### src/rtl/axis_if.sv
// ---------------------------------------------------------------------------
// axis_if -- minimal AXI-Stream interface shared by stream-connected units.
//
// Parameter
//   TDATA_WIDTH : payload width in bits
// Signals
//   tvalid : producer has a beat on tdata
//   tready : consumer can take a beat this cycle
//   tdata  : beat payload
// Modports
//   m : master side (drives tvalid/tdata, samples tready)
//   s : slave side  (samples tvalid/tdata, drives tready)
// ---------------------------------------------------------------------------
interface axis_if #(
  parameter int TDATA_WIDTH = 8
) ();

  logic                   tvalid;
  logic                   tready;
  logic [TDATA_WIDTH-1:0] tdata;

  modport m (output tvalid, output tdata, input tready);
  modport s (input tvalid, input tdata, output tready);

endinterface : axis_if

### src/rtl/axis_reg_slice.sv
// ---------------------------------------------------------------------------
// axis_reg_slice -- full-throughput AXI-Stream register slice.
//
// Breaks the combinational valid, ready and data paths between a producer
// and a consumer. Holds at most two beats: the output register, which drives
// the downstream port directly, and a skid register that catches the beat
// accepted in the same cycle the consumer first stalls.
//
// Ports
//   clk        : single clock, rising edge
//   rst        : asynchronous, active-low reset
//   axis_sif   : upstream (slave) stream port
//   axis_mif   : downstream (master) stream port, same width as axis_sif
//   invalidate : synchronous flush, discards every held beat
// ---------------------------------------------------------------------------
module axis_reg_slice (
  input  logic clk,
  input  logic rst,
  axis_if.s    axis_sif,
  axis_if.m    axis_mif,
  input  logic invalidate
);

  // Payload width comes from the connected interface instance.
  localparam int TDATA_WIDTH = $bits(axis_sif.tdata);

  logic                   out_valid_q;
  logic [TDATA_WIDTH-1:0] out_data_q;
  logic                   skid_valid_q;
  logic [TDATA_WIDTH-1:0] skid_data_q;

  logic w_push;
  logic w_pop;
  logic w_out_free;

  // Ready depends only on the skid register, so no combinational path runs
  // from the consumer's tready back to the producer. The reset term keeps the
  // producer from handing over beats while the slice is held in reset.
  assign axis_sif.tready = rst & ~skid_valid_q;

  assign w_push     = axis_sif.tvalid & axis_sif.tready;
  assign w_pop      = out_valid_q & axis_mif.tready;
  assign w_out_free = ~out_valid_q | w_pop;

  assign axis_mif.tvalid = out_valid_q;
  assign axis_mif.tdata  = out_data_q;

  // NOTE: state is updated with non-blocking assignments so every register
  // samples the pre-edge values; blocking here would let the skid-to-output
  // move see the already-updated skid flag.
  // NOTE: the data registers are reset as well, so tdata reads as zero out of
  // reset rather than X; they are two words, not a memory, so this is cheap.
  always_ff @(posedge clk or negedge rst) begin
    if (!rst) begin
      out_valid_q  <= 1'b0;
      out_data_q   <= '0;
      skid_valid_q <= 1'b0;
      skid_data_q  <= '0;
    end else if (invalidate) begin
      // Data registers are left as they are; only the valid flags matter.
      out_valid_q  <= 1'b0;
      skid_valid_q <= 1'b0;
    end else if (w_out_free) begin
      if (skid_valid_q) begin
        // The skid beat is older than anything upstream; tready is low
        // here, so no push can compete with it.
        out_valid_q  <= 1'b1;
        out_data_q   <= skid_data_q;
        skid_valid_q <= 1'b0;
      end else if (w_push) begin
        out_valid_q <= 1'b1;
        out_data_q  <= axis_sif.tdata;
      end else begin
        out_valid_q <= 1'b0;
      end
    end else if (w_push) begin
      // Output is stalled: park the beat accepted this cycle.
      skid_valid_q <= 1'b1;
      skid_data_q  <= axis_sif.tdata;
    end
  end

endmodule : axis_reg_slice

### src/flat_wrapper.sv
// flat-port wrapper written by rule: the top's interface ports become plain ports
module axis_reg_slice_flat 
  (clk, rst, invalidate, axis_sif_tvalid, axis_sif_tdata, axis_sif_tready, axis_mif_tvalid, axis_mif_tdata, axis_mif_tready);
  axis_if #(.TDATA_WIDTH((16))) axis_sif_i ();
  axis_if #(.TDATA_WIDTH((16))) axis_mif_i ();
  input  logic clk;
  input  logic rst;
  input  logic invalidate;
  input wire logic [$bits(axis_sif_i.tvalid)-1:0] axis_sif_tvalid;
  input wire logic [$bits(axis_sif_i.tdata)-1:0] axis_sif_tdata;
  output wire logic [$bits(axis_sif_i.tready)-1:0] axis_sif_tready;
  output wire logic [$bits(axis_mif_i.tvalid)-1:0] axis_mif_tvalid;
  output wire logic [$bits(axis_mif_i.tdata)-1:0] axis_mif_tdata;
  input wire logic [$bits(axis_mif_i.tready)-1:0] axis_mif_tready;
  assign axis_sif_i.tvalid = axis_sif_tvalid;
  assign axis_sif_i.tdata = axis_sif_tdata;
  assign axis_sif_tready = axis_sif_i.tready;
  assign axis_mif_tvalid = axis_mif_i.tvalid;
  assign axis_mif_tdata = axis_mif_i.tdata;
  assign axis_mif_i.tready = axis_mif_tready;
  axis_reg_slice u_core (.clk(clk), .rst(rst), .axis_sif(axis_sif_i), .axis_mif(axis_mif_i), .invalidate(invalidate));
endmodule
### config.mk
export PLATFORM = sky130hd
export DESIGN_NAME = axis_reg_slice_flat
export DESIGN_NICKNAME = d
export VERILOG_FILES = /design/src/rtl/axis_if.sv /design/src/rtl/axis_reg_slice.sv /design/src/flat_wrapper.sv
export SDC_FILE = /design/constraint.sdc
export NUM_CORES = 1
export LEC_CHECK = 0
export ABC_CLOCK_PERIOD_IN_PS = 1800
export BUFFER_PORTS_ARGS = -buffer_cell sky130_fd_sc_hd__buf_4
export CAP_MARGIN = 15
export CORE_MARGIN = 10
export CORE_UTILIZATION = 51
export DETAILED_ROUTE_END_ITERATION = 10
export PLACE_DENSITY = 0.77
export SYNTH_ARGS = -nofsm -noshare
export SYNTH_HDL_FRONTEND = slang
export SYNTH_SLANG_ARGS = --single-unit
### constraint.sdc
create_clock -name clk -period 1.8 [get_ports clk]
set_input_delay 0.36 -clock clk [delete_from_list [all_inputs] [get_ports clk]]
set_output_delay 0.36 -clock clk [all_outputs]
set_load 0.01 [all_outputs]
==> summary.txt <==
Floorplan
  • # rows: 19
  • Die Y: ~74 um
  • # IOs: 39
  • Total die area: ~5500 um2
  • Die width: 74.3 um
  • Core area: roughly 2800 um2
  • Starting density of the core: 0.540

Logic synthesis
  • Synth Flop Type: dfrtp_1
  • Seq cells post-synth: 34
  • Simple-gate share of the synthesized area: 0.0475
  • Mux contribution to synthesized area: 0.360
  • Mapped Cells: 95
  • Yosys top cell area share: 0.566
  • Synth top area cells: dfrtp_1 57%, mux2_2 36%, nor3_4 2.2%
  • Post-Synth XOR/XNOR Area: 0
  • Dominant cell by count in the synthesized netlist: mux2_2
  • Yosys cell types: 13
  • Yosys top cell by area: dfrtp_1
  • Commonest cells in the netlist: 48 x mux2_2, 34 x dfrtp_1, 2 x nor2b_1, 2 x nor3_4
  • Syn_nets: between 100 and 150
  • Ys Warns: 0
  • Netlist Area Pre-Place: ~1500 um2
  • Synth Area per Inst: approximately 16 um2
  • Post-synth EDFFs: 0
  • Post-synthesis sequential area ratio: 0.566
  • Complex-gate fraction of the synthesized area: 0.00583
  • Async SR Flop Fraction: 1.00
  • Adder-cell share of the synthesized area: 0
  • Main combinational cell family by area after synthesis: multiplexers

Layout
  • Nets@finish: between 150 and 200
  • Area growth syn-to-layout: 27.3%
  • Post-layout utilization of the core: 0.688
  • ANT cells: 0
  • Final instance area: between 1500 and 2000 um2
  • Share of layout cells above drive strength 1: 0.704

CTS
  • CTS Buf Count: 5
  • Clock transition time at the flip-flop clock pins of the worst setup and hold paths: approximately 0.1 ns
  • H-Tree Depth: 2
  • CTS Sinks: 34
  • TritonCTS clock tree: done
  • Later-pin clock latency in the skew report: roughly 0.33 ns
  • CTS hold repair buffers: 1
  • Max clock buf depth: 2
  • Post-CTS sizing: 0
  • Post-CTS setup buffers: 0
  • Root Driver: clkbuf_4

GRT
  • Tot GR Track Use: 0.116
  • Number of global-route vias before repair: about 1000
  • First-pass GRT wire length: 4860 um
  • Largest net degree at the start of global routing: 34
  • Total congestion overflow: 0
  • Initial antenna violation count: 0

Timing
  • Setup Viol. Count Final: 0
  • Post-route minimum period: approximately 1.7 ns
  • RSZ-0062 raised after global routing: no
  • Fin. Hold Viols: 0
  • Slew HR: 0.725
  • Setup WS post-layout: ~0.083 ns
  • Post-route setup TNS: 0 ns
  • Hold slack: around 0.26 ns
  • Worst-Margin Slew: about 0.41 ns
  • Fmax: ~580 MHz
  • Clock skew: between 0.003 and 0.004 ns
  • Period utilization: 0.954
  • Max-slew violations: 0

Placement
  • Pre-CTS setup slack: approximately 0.083 ns
  • Port Buffer Count: 38
  • GPL Wtd Cong: approximately 0.71
  • Dpl cell area: roughly 1900 um2
  • Post-DP HPWL: around 2200 um

Min path
  • Hold Path Class: primary input to flip-flop

Job
  • Max capacitance violation total: 0

Power
  • Static Leak: 0.000892 uW
  • Peak supply drop: ~0.00075 V
  • PwrDens: between 900 and 1000 nW/um2

Routing
  • Final wirelength: just under 3000 um
  • Drt pass-1 iters: 2
  • Initial detailed-routing violation count: 35
  • Via count: 904
  • Met3 wire length: 261 um
  • Antenna-violating nets left: 0
  • Top Layer Used: met4
  • Via/cell ratio: roughly 5.2
  • Met1 wire length: ~1200 um
  • Post-route DRC: 0
  • Wire length on met2: around 1400 um
  • Wire length per cell: roughly 17 um

Setup path
  • Crit path max-delay cell type: dlygate4sd3_1
  • CP startpoint kind: primary input
  • Max stage delay on crit path: about 0.54 ns
  • Critical path type: primary input to output pin
  • CP arrival: 1.36 ns
  • Crit. End Element: output pin
  • Crit-path cells: dlygate4sd3_1 > buf_4 > nor2b_1 > buf_4
  • Worst Path Buf+Inv: 3
  • Crit-path most repeated cell: buf_4
  • CP required: between 1 and 1.5 ns
  • CP delay by family, top: buffers and inverters
  • Crit-path max FO: 5

Run status
  • Status: finished clean
through the flow:
| stage | total power, uW | instances |
|---|---|---|
| detailed placement | 1410 | 165 |
| CTS | 1800 | 173 |
| global route | 1860 | 173 |
| floorplan | 1170 | 95 |
| global placement | 1390 | 165 |
| finish | 1770 | 173 |
per-layer routing:
layer,vias up,GRT usage
met4,0,0.0488
met3,8,0.0612
met1,435,0.138
met2,24,0.172
met5,-,0
li1,437,-
path summary, 6_finish.rpt:
kind | startpoint | to | slack [ns] | cells after the start
max in group asynchronous | rst | u_core.skid_data_q[13] | 0.85 | 3
setup / recovery | rst | axis_sif_tready | 0.08 | 4
setup reg to reg | u_core.axis_mif.tvalid | u_core.skid_data_q[2] | 0.23 | 4
min in group asynchronous | rst | u_core.skid_valid_q | 0.37 | 2
hold / removal | axis_sif_tdata[0] | u_core.skid_data_q[0] | 0.26 | 2
hold reg to reg | u_core.skid_data_q[4] | u_core.skid_data_q[4] | 0.51 | 1
power breakdown:
group          switching (uW)  leakage, uW  internal [uW]  total [uW]
clock                     236    0.0000254            147         383
sequential               69.1     0.000428            903         972
combinational             155     0.000438            256         411
cells in the final DEF, fill, tap and decap left out:
master	Yosys	final
nor2_1	1	1
dfrtp_1	34	34
nor3_4	2	2
or3b_4	1	1
clkbuf_1	1	2
mux2_2	48	48
nand2_1	1	1
nor2b_1	2	2
buf_12	0	2
dlygate4sd3_1	0	1
or2b_1	1	1
a21oi_2	1	1
buf_4	1	41
clkbuf_4	0	5
cells by family after synthesis:
| kind of cell | Yosys count |
|---|---|
| buffers and inverters | 4 |
| AO/OA/AOI/OAI | 1 |
| flip-flops | 34 |
| AND/OR/NAND/NOR | 8 |
| multiplexers | 48 |
cell type report:
cell class | count | area, um2
Timing Repair Buffer | 44 | 358
Multi-Input combinational cell | 57 | 621
Fill cell | 209 | 868
Clock buffer | 7 | 45.0
Sequential cell | 34 | 851
Tap cell | 31 | 38.8
sequential cells by signal, summed over array words and instances (netlist names):
signal / flops
u_core.axis_mif.tdata: 16
u_core.skid_valid_q: 1
u_core.axis_mif.tvalid: 1
u_core.skid_data_q: 16
Note: power is estimated with default switching activity, not from simulation.
